**src/rtl/vram_arb_pkg.sv**
```systemverilog
// Shared types and widths for the VRAM arbiter: grant sources, prefetch states,
// CPU write-FIFO entry layout and byte-lane helpers.
package vram_arb_pkg;

  localparam int unsigned CPU_AW  = 14;
  localparam int unsigned VRAM_AW = 13;
  localparam int unsigned VRAM_DW = 16;
  localparam int unsigned BYTE_W  = 8;
  localparam int unsigned BE_W    = 2;
  localparam int unsigned WAIT_W  = 4;

  typedef enum logic [1:0] {
    GNT_NONE = 2'd0,
    GNT_REN  = 2'd1,
    GNT_WR   = 2'd2,
    GNT_PF   = 2'd3
  } gnt_e;

  typedef enum logic [1:0] {
    PF_IDLE = 2'd0,
    PF_WAIT = 2'd1,
    PF_READ = 2'd2
  } pf_state_e;

  typedef struct packed {
    logic [CPU_AW-1:0] addr;
    logic [BYTE_W-1:0] data;
  } wr_entry_t;

  // Byte address bit 0 picks the lane: 0 -> [7:0], 1 -> [15:8]
  function automatic logic [BYTE_W-1:0] sel_byte(input logic [VRAM_DW-1:0] word, input logic hi);
    return hi ? word[VRAM_DW-1:BYTE_W] : word[BYTE_W-1:0];
  endfunction

  function automatic logic [BE_W-1:0] byte_be(input logic hi);
    return hi ? 2'b10 : 2'b01;
  endfunction

endpackage

```
**src/rtl/vram_wr_fifo.sv**
```systemverilog
// Synchronous FIFO of buffered CPU byte writes; accepts a push while full when
// the head is popped in the same cycle.
module vram_wr_fifo
  import vram_arb_pkg::*;
#(
  parameter int unsigned DEPTH = 4
) (
  input  logic                   clk,
  input  logic                   reset,
  input  logic                   push,
  input  wr_entry_t              push_data,
  input  logic                   pop,
  output wr_entry_t              head,
  output logic                   empty,
  output logic [$clog2(DEPTH):0] count
);

  localparam int unsigned PTR_W = $clog2(DEPTH);
  localparam int unsigned CNT_W = PTR_W + 1;

  wr_entry_t        mem_q [DEPTH];
  logic [PTR_W-1:0] wr_ptr_q, wr_ptr_d;
  logic [PTR_W-1:0] rd_ptr_q, rd_ptr_d;
  logic [CNT_W-1:0] cnt_q, cnt_d;
  logic             full, do_push, do_pop;

  always_comb begin
    full     = (cnt_q == CNT_W'(DEPTH));
    empty    = (cnt_q == '0);
    do_pop   = pop && !empty;
    do_push  = push && (!full || do_pop);
    wr_ptr_d = do_push ? wr_ptr_q + PTR_W'(1) : wr_ptr_q;
    rd_ptr_d = do_pop ? rd_ptr_q + PTR_W'(1) : rd_ptr_q;
    cnt_d    = cnt_q + CNT_W'(do_push) - CNT_W'(do_pop);
  end

  always_ff @(posedge clk) begin
    if (reset) begin
      wr_ptr_q <= '0;
      rd_ptr_q <= '0;
      cnt_q    <= '0;
    end else begin
      wr_ptr_q <= wr_ptr_d;
      rd_ptr_q <= rd_ptr_d;
      cnt_q    <= cnt_d;
    end
  end

  // Storage needs no reset; validity is tracked by the pointers
  always_ff @(posedge clk) begin
    if (do_push) mem_q[wr_ptr_q] <= push_data;
  end

  assign head  = mem_q[rd_ptr_q];
  assign count = cnt_q;

endmodule

```
**src/rtl/vram_arbiter.sv**
```systemverilog
// Single-port VRAM arbiter: renderer > buffered CPU write > CPU read-ahead.
// Define VRAM_ARB_FAIR_EN to force a CPU slot after CPU_MAX_WAIT denied cycles.
module vram_arbiter
  import vram_arb_pkg::*;
#(
  parameter int unsigned WR_FIFO_DEPTH = 4,
  parameter int unsigned CPU_MAX_WAIT  = 8
) (
  input  logic               clk,
  input  logic               reset,
  input  logic               cpu_wr_valid,
  input  logic [CPU_AW-1:0]  cpu_wr_addr,
  input  logic [BYTE_W-1:0]  cpu_wr_data,
  output logic               cpu_wr_ready,
  input  logic               cpu_pf_start,
  input  logic [CPU_AW-1:0]  cpu_pf_addr,
  output logic [BYTE_W-1:0]  cpu_rd_data,
  output logic               cpu_rd_valid,
  input  logic               ren_req,
  input  logic [VRAM_AW-1:0] ren_addr,
  output logic               ren_ack,
  output logic               ren_rdvalid,
  output logic [VRAM_DW-1:0] ren_rddata,
  output logic [VRAM_AW-1:0] vram_addr,
  output logic [VRAM_DW-1:0] vram_wrdata,
  output logic [BE_W-1:0]    vram_wrbe,
  input  logic [VRAM_DW-1:0] vram_rddata
);

  localparam int unsigned CNT_W = $clog2(WR_FIFO_DEPTH) + 1;

  if (WR_FIFO_DEPTH < 2 || (WR_FIFO_DEPTH & (WR_FIFO_DEPTH - 1)) != 32'd0) begin : g_bad_depth
    $error("WR_FIFO_DEPTH must be a power of two >= 2");
  end
  if (CPU_MAX_WAIT < 1 || CPU_MAX_WAIT > 15) begin : g_bad_wait
    $error("CPU_MAX_WAIT must fit the 4-bit starvation counter");
  end

  wr_entry_t          push_entry, head;
  logic               fifo_empty, push_c, pop_c, wr_elig, pf_elig, force_c;
  logic [CNT_W-1:0]   fifo_count, fifo_cnt_nxt;
  gnt_e               gnt;
  pf_state_e          pf_state_q, pf_state_d;
  logic [CPU_AW-1:0]  pf_addr_q, pf_addr_d;
  logic [BYTE_W-1:0]  cpu_rd_data_q, cpu_rd_data_d;
  logic               cpu_rd_valid_q, cpu_rd_valid_d;
  logic               cpu_wr_ready_q, cpu_wr_ready_d;
  logic               ren_rdvalid_q, ren_rdvalid_d;
  logic [VRAM_DW-1:0] ren_rddata_q, ren_rddata_d;
  logic [VRAM_AW-1:0] vram_addr_q, vram_addr_d;
  logic [VRAM_DW-1:0] vram_wrdata_q, vram_wrdata_d;

  assign push_entry = '{addr: cpu_wr_addr, data: cpu_wr_data};

  vram_wr_fifo #(.DEPTH(WR_FIFO_DEPTH)) u_wr_fifo (
    .clk       (clk),
    .reset     (reset),
    .push      (push_c),
    .push_data (push_entry),
    .pop       (pop_c),
    .head      (head),
    .empty     (fifo_empty),
    .count     (fifo_count)
  );

  // Read-ahead only issues once every earlier write has drained
  always_comb begin
    push_c  = cpu_wr_valid && cpu_wr_ready_q;
    wr_elig = !fifo_empty;
    pf_elig = (pf_state_q == PF_WAIT) && fifo_empty && !push_c && !cpu_pf_start;
  end

`ifdef VRAM_ARB_FAIR_EN
  logic [WAIT_W-1:0] wait_cnt_q, wait_cnt_d;

  assign force_c = (wait_cnt_q >= WAIT_W'(CPU_MAX_WAIT)) && (wr_elig || pf_elig);

  always_comb begin
    wait_cnt_d = wait_cnt_q;
    if (gnt == GNT_WR || gnt == GNT_PF) begin
      wait_cnt_d = '0;
    end else if ((wr_elig || pf_state_q == PF_WAIT) && wait_cnt_q != '1) begin
      wait_cnt_d = wait_cnt_q + WAIT_W'(1);
    end
  end

  always_ff @(posedge clk) begin
    if (reset) wait_cnt_q <= '0;
    else       wait_cnt_q <= wait_cnt_d;
  end
`else
  assign force_c = 1'b0;
`endif

  always_comb begin
    gnt = GNT_NONE;
    if (!reset) begin
      if (ren_req && !force_c) gnt = GNT_REN;
      else if (wr_elig)        gnt = GNT_WR;
      else if (pf_elig)        gnt = GNT_PF;
    end
  end

  // VRAM command; address and write data hold their last value when idle
  always_comb begin
    pop_c         = (gnt == GNT_WR);
    vram_addr_d   = vram_addr_q;
    vram_wrdata_d = vram_wrdata_q;
    vram_wrbe     = '0;
    case (gnt)
      GNT_REN: vram_addr_d = ren_addr;
      GNT_WR: begin
        vram_addr_d   = head.addr[CPU_AW-1:1];
        vram_wrdata_d = {head.data, head.data};
        vram_wrbe     = byte_be(head.addr[0]);
      end
      GNT_PF:  vram_addr_d = pf_addr_q[CPU_AW-1:1];
      default: ;
    endcase
    fifo_cnt_nxt   = fifo_count + CNT_W'(push_c) - CNT_W'(pop_c);
    cpu_wr_ready_d = (fifo_cnt_nxt != CNT_W'(WR_FIFO_DEPTH));
    ren_rdvalid_d  = (gnt == GNT_REN);
    ren_rddata_d   = ren_rdvalid_q ? vram_rddata : ren_rddata_q;
  end

  // Read-ahead FSM; a new start always wins and drops any in-flight byte
  always_comb begin
    pf_state_d     = pf_state_q;
    pf_addr_d      = pf_addr_q;
    cpu_rd_data_d  = cpu_rd_data_q;
    cpu_rd_valid_d = cpu_rd_valid_q;
    if (cpu_pf_start) begin
      pf_state_d     = PF_WAIT;
      pf_addr_d      = cpu_pf_addr;
      cpu_rd_valid_d = 1'b0;
    end else begin
      case (pf_state_q)
        PF_WAIT: if (gnt == GNT_PF) pf_state_d = PF_READ;
        PF_READ: begin
          pf_state_d     = PF_IDLE;
          cpu_rd_data_d  = sel_byte(vram_rddata, pf_addr_q[0]);
          cpu_rd_valid_d = 1'b1;
        end
        default: ;
      endcase
    end
  end

  always_ff @(posedge clk) begin
    if (reset) begin
      pf_state_q     <= PF_IDLE;
      pf_addr_q      <= '0;
      cpu_rd_data_q  <= '0;
      cpu_rd_valid_q <= 1'b0;
      cpu_wr_ready_q <= 1'b1;
      ren_rdvalid_q  <= 1'b0;
      ren_rddata_q   <= '0;
      vram_addr_q    <= '0;
      vram_wrdata_q  <= '0;
    end else begin
      pf_state_q     <= pf_state_d;
      pf_addr_q      <= pf_addr_d;
      cpu_rd_data_q  <= cpu_rd_data_d;
      cpu_rd_valid_q <= cpu_rd_valid_d;
      cpu_wr_ready_q <= cpu_wr_ready_d;
      ren_rdvalid_q  <= ren_rdvalid_d;
      ren_rddata_q   <= ren_rddata_d;
      vram_addr_q    <= vram_addr_d;
      vram_wrdata_q  <= vram_wrdata_d;
    end
  end

  assign ren_ack      = (gnt == GNT_REN);
  assign ren_rdvalid  = ren_rdvalid_q;
  assign ren_rddata   = ren_rddata_d;
  assign cpu_rd_data  = cpu_rd_data_q;
  assign cpu_rd_valid = cpu_rd_valid_q;
  assign cpu_wr_ready = cpu_wr_ready_q;
  assign vram_addr    = vram_addr_d;
  assign vram_wrdata  = vram_wrdata_d;

endmodule

```
**config.mk**
```make
export PLATFORM = sky130hd
export DESIGN_NAME = vram_arbiter
export DESIGN_NICKNAME = d
export VERILOG_FILES = /design/src/rtl/vram_arb_pkg.sv /design/src/rtl/vram_wr_fifo.sv /design/src/rtl/vram_arbiter.sv
export SDC_FILE = /design/constraint.sdc
export NUM_CORES = 1
export LEC_CHECK = 0
export CAP_MARGIN = 10
export CORE_MARGIN = 5
export CORE_UTILIZATION = 45
export CTS_CLUSTER_DIAMETER = 150
export DETAILED_ROUTE_END_ITERATION = 10
export PLACE_DENSITY = 0.8
export SETUP_SLACK_MARGIN = 0.3
export SLEW_MARGIN = 20
export SYNTH_ARGS = -nofsm -noshare
export SYNTH_HDL_FRONTEND = slang
export SYNTH_SLANG_ARGS = --single-unit
```
**constraint.sdc**
```tcl
create_clock -name clk -period 6.9 [get_ports clk]
set_input_delay 1.035 -clock clk [delete_from_list [all_inputs] [get_ports clk]]
set_output_delay 1.035 -clock clk [all_outputs]
set_load 0.05 [all_outputs]
```
## Word level (Yosys, flattened, before mapping)

Memory sizes are Yosys's and may differ from the RTL's. A register that Yosys moved wholly into a read port is not among the register bits.
Cells that the tools add are included.

- Register bits: 79
- Bits in writable memories: 88
- Input bits: 70
- Output and inout port bits: 59
- Logic and storage cells: 65
- Memories kept: 1

- Add/subtract/negate cells: 6
- Eq/ne operators: 9
- Muxes and demuxes: 17
- Bitwise gates (word level): 1
- Reductions and logical operators: 18

Memories:

| name | depth | bits a word | rd ports | clocked after memory_dff | wr ports | RTL line | source |
|---|---|---|---|---|---|---|---|
| u_wr_fifo.mem_q | 4 | 22 | 1 | 1 | 1 | vram_wr_fifo.sv:21 | `wr_entry_t mem_q [DEPTH];` |

Operators by type and width:

| operator | number |
|---|---|
| 13-bit one-hot mux with 3 select lines | 1 |
| 16-bit 2-to-1 mux | 2 |
| 2-bit 2-to-1 mux | 9 |
| 8-bit 2-to-1 mux | 1 |
| 3-bit by 1-bit adder with 3-bit output | 2 |
| 2-bit equality test (second input constant) | 3 |
| 1-bit logical AND | 6 |
| 2-bit AND reduction | 3 |
| 3-bit by 1-bit subtractor with 3-bit output | 2 |
| 2-bit by 1-bit adder with 2-bit output (second input constant) | 2 |
| 2-bit by 1-bit equality test with 1-bit output (second input constant) | 2 |
| 1-bit logical NOT | 4 |
| 2-bit one-hot mux with 2 select lines | 1 |
| 3-bit equality test (second input constant) | 1 |
| 3-bit logical NOT | 1 |
| 1-bit 2-to-1 mux | 3 |
| 3-bit by 2-bit inequality test with 1-bit output (second input constant) | 1 |
| 3-bit inequality test (second input constant) | 1 |
| 3-bit nonzero test | 1 |
| 2-bit by 1-bit inequality test with 1-bit output (second input constant) | 1 |
| 2-bit nonzero test | 1 |
| 2-bit OR reduction | 1 |
| 1-bit logical OR | 1 |
| 1-bit NOT | 1 |

## Longest topological paths before layout

- Depth in word-level cells: 14
- Depth in mapped cells: 12
- Mapped depth without buffers: 10

## By module

Synthesis repeated with hierarchy kept, for this count alone.

- Cell total of the unflattened synthesis: 530
- Area, all modules: 7079.3 um^2

By module, submodules not included:

| module | instances | cells each | area an instance (um^2) | seq. area each (um^2) |
|---|---|---|---|---|
| vram_wr_fifo | 1 | 164 | 3633.5 | 2822.7 |
| vram_arbiter | 1 | 366 | 3445.8 | 1441.4 |

## Least setup slack after synthesis

OpenSTA, ideal clock, no wires.

- Path type: input -> output
- Start point: input port cpu_pf_start
- End point: output port vram_addr[5]
- Data arrival time: 2836 ps
- Data required time: 5865 ps
- Slack: 3029 ps
- Stages: 6
- Path buffers: 2
- Cells stage by stage: buf_2 nor3b_4 a211oi_4 nor2_2 buf_6 a2bb2oi_1

- Cells in the longest elaborated chain, start to end: 8
- Elaborated cells between the ends (all ways): 10
- Classes of those cells: 3 x eq/ne; 5 x mux; 2 x reduce/logical

Ends and longest elaborated chain:

| element | RTL line | source |
|---|---|---|
| start, declared | vram_arbiter.sv:15 | `input logic cpu_pf_start,` |
| 1-bit logical NOT * | vram_arbiter.sv:70 | `pf_elig = (pf_state_q == PF_WAIT) && fifo_empty && !push_c && !cpu_pf_start;` |
| 1-bit logical AND * | vram_arbiter.sv:70 |  |
| 2-bit 2-to-1 mux * | vram_arbiter.sv:100 | `else if (pf_elig) gnt = GNT_PF;` |
| 2-bit 2-to-1 mux * | vram_arbiter.sv:99 | `else if (wr_elig) gnt = GNT_WR;` |
| 2-bit 2-to-1 mux * | vram_arbiter.sv:98 | `if (ren_req && !force_c) gnt = GNT_REN;` |
| 2-bit 2-to-1 mux * | vram_arbiter.sv:97 | `if (!reset) begin` |
| 2-bit equality test / 2-bit by 1-bit equality test with 1-bit output (equally long branches) | vram_arbiter.sv:110 | `case (gnt)` |
| 13-bit one-hot mux with 3 select lines * | vram_arbiter.sv:110 |  |
| end, declared | vram_arbiter.sv:24 | `output logic [VRAM_AW-1:0] vram_addr,` |

Every way passes the cells marked *; elsewhere a longest branch is shown, timed or not.

## Worst setup path after layout

- Start point: input port ren_req
- End point: output port vram_addr[0]

- Cells in the longest elaborated chain, start to end: 4
- Elaborated cells between the ends (all ways): 6
- Classes of those cells: 3 x eq/ne; 3 x mux

Ends and longest elaborated chain:

| element | RTL line | source |
|---|---|---|
| start, declared | vram_arbiter.sv:19 | `input logic ren_req,` |
| 2-bit 2-to-1 mux * | vram_arbiter.sv:98 |  |
| 2-bit 2-to-1 mux * | vram_arbiter.sv:97 |  |
| 2-bit equality test / 2-bit by 1-bit equality test with 1-bit output (equally long branches) | vram_arbiter.sv:110 |  |
| 13-bit one-hot mux with 3 select lines * | vram_arbiter.sv:110 |  |

Marks and branches as above.

==> out/results.txt <==
status -> finished, final reports clean
cells along the critical path -> clkdlybuf4s50_1 -> nor2_1 -> nand2_4 -> inv_2 -> a211oi_1 -> a2bb2oi_1 -> clkdlybuf4s50_1
Tmin final -> 5.32 ns
WHS -> 0.495 ns
Critical Path AT -> 4.29 ns
post-detail-place hpwl -> 10900 µm
Final TNS setup -> 0 ns
DP Cell Count -> 808
syn_area_per_cell -> 14.1 µm²
starting density of the core -> 0.460
startpoint types -> primary input
final net count -> 696
Crit path max-delay family -> buffers and inverters
Total GRT Usage -> 0.175
clock buffer depth -> 2
Mapped Cells -> 499
pwr dens -> 360 nW/µm²
synth top area cells -> edfxtp_1, dfxtp_1, mux4_2, and2_1, mux2i_1
fillers -> 1178
Post-synth EDFFs -> 88
normalized max-slew margin -> 0.454
Hold WC Path Type -> reg2reg
total CTS buffers -> 17
worst vdd ir -> 0.000207 V
Static Leak -> 3.34 nW
cell taking the most area after synthesis -> edfxtp_1
Resize count post-CTS -> 0
Layout area overhead -> 27.4%
GR Overflow Total -> 0
flops & latches, synth -> 169
clock-pin slew on the worst setup and hold paths -> 0.06 ns
via count -> 4398
CP max stage cell -> clkdlybuf4s50_1
die footprint -> 18200 µm²
most frequent CP cell -> clkdlybuf4s50_1
die width -> 135 µm
yosys warns -> 0
TritonRoute pass-1 iters -> 4
Tot Pwr -> 3.22 mW
Routed WL -> 15400 µm
Final ANT Viol Nets -> 0
Bufs and invs on worst path -> 3
n_diodes -> 0
Req. time, crit path -> 5.86 ns
Clock Latency Late Sink -> 0.42 ns
Max Clk Rate -> 0.188 GHz
synthesized area -> 7020 µm²
delay of the slowest critical-path stage -> 0.87 ns
Post-CTS Repair Setup Buffers -> 0
share of layout cells above drive strength 1 -> 0.164
Tcrit/Tclk final -> 0.772
Port Buf Inserts -> 128
number of global-route vias before repair -> 4693
Main synth FF type -> edfxtp_1
top-count cell post-synth -> edfxtp_1
critical path class -> in2out
async set-reset flop share out of synthesis -> 0
design area -> 8940 µm²
# DRC -> 0
RSZ-0062 raised after global routing -> no
CP Max Fanout -> 21
hold-fix buffers at CTS -> 0
first-iteration detailed-routing DRC count -> 251
first-pass GRT wire length -> 24500 µm
FP Rows -> 45
drt via density -> 5.24
Core Area -> 15300 µm²
Fin Clk Skew -> 0.00409 ns
Unique masters post-synth -> 45
Max-Cap Viols -> 0
routability cong. -> 0.820
worst slew pin tran -> 0.816 ns
endpoints failing hold -> 0
initial antenna violation count -> 0
wire per inst -> 18.3 µm
Yosys top cell area share -> 0.376
DP Area -> 8390 µm²
critical path endpoint category -> output pin
post-synthesis net count -> 579
I/O pin cnt -> 129
setup violators final -> 0
top post-synthesis cells by count -> edfxtp_1, dfxtp_1, and2_1
max-slew violation count -> 0
Die Ht -> 135 µm
clk sinks -> 169
H-tree depth -> 4
Seq/Total Area, Yosys -> 0.607
CTS tree -> built
Root Driver -> clkbuf_16
non-filler cells, final -> 840
largest net degree at the start of global routing -> 51
## cell families (layout without fill, tap and decap cells)
kind of cell | Yosys count | count (layout) | share of synthesized area
XOR/XNOR | 5 | 5 | 0.00624
buffers and inverters | 48 | 178 | 0.0360
AND/OR/NAND/NOR | 110 | 110 | 0.0865
AO/OA/AOI/OAI | 96 | 96 | 0.113
adder cells (fa/ha/maj) | 10 | 10 | 0.0200
flip-flops | 169 | 169 | 0.607
multiplexers | 61 | 61 | 0.131
## state kept, by name (all words and copies together) (netlist names), 2 cells and up, named ones only
register and cells:
u_wr_fifo.mem_q 88, ren_rddata_q 16, vram_wrdata_q 16, pf_addr_q 14, vram_addr_q 13, cpu_rd_data 8, u_wr_fifo.count 3, pf_state_q 2
u_wr_fifo.rd_ptr_q 2, u_wr_fifo.wr_ptr_q 2
## path summary, 6_finish.rpt
| kind | from | endpoint | slack, ns | cells past startpoint |
|---|---|---|---|---|
| worst min register to register | pf_state_q[0] | pf_state_q[1] | 0.50 | 1 |
| worst max register to register | u_wr_fifo.count[1] | u_wr_fifo.count[2] | 4.11 | 9 |
| worst min-delay path | pf_state_q[0] | pf_state_q[1] | 0.50 | 1 |
| worst max-delay path | ren_req | vram_addr[0] | 1.58 | 7 |
## stage by stage
stage               utilization  setup slack [ns]
finish                    0.586              1.58
global route              0.586              1.30
CTS                       0.586              1.58
detailed placement        0.550              1.57
global placement          0.550              1.69
floorplan                     -              3.03
## report_power, final
part	total [mW]	internal, mW	leakage [nW]	switching [mW]
clock	0.876	0.505	0.271	0.371
sequential	1.28	1.22	1.47	0.0636
combinational	1.06	0.410	1.60	0.648
total	3.22	2.14	3.34	1.08
## cell usage in the layout, fill, tap and decap left out, types with 4 or more instances in the layout
master             n
a211oi_1          10
a211oi_2          10
a21o_1            16
a21oi_1           14
a2bb2oi_2         10
a31oi_1           12
and2_1            44
and2_2             4
and3_1            11
clkbuf_16         17
clkdlybuf4s50_1  127
clkinv_2           5
dfxtp_1           80
edfxtp_1          88
ha_1               8
inv_1             13
mux2_2            16
mux2i_1           23
mux4_2            19
nor2_1            34
o21ai_0           14
xor2_1             4
## per-layer routing
| metal | routed length [µm] | vias up | global-route usage |
|---|---|---|---|
| met2 | 7500 | 140 | 0.285 |
| met4 | 197 | 0 | 0.0554 |
| li1 | - | 2084 | - |
| met1 | 6420 | 2157 | 0.212 |
| met5 | 0 | - | 0 |
| met3 | 1290 | 17 | 0.0708 |
## layout make-up
type | count | area, µm² | share of cell area
inverters | 15 | 56.3 | 0.00630
well taps | 211 | 264 | 0.0295
multi-input cells | 282 | 2510 | 0.280
flip-flops and latches | 169 | 4270 | 0.477
clock buffers | 21 | 450 | 0.0504
clock inverters | 11 | 97.6 | 0.0109
repair buffers | 131 | 1300 | 0.145
No activity file was read; power rests on OpenSTA's default activity.
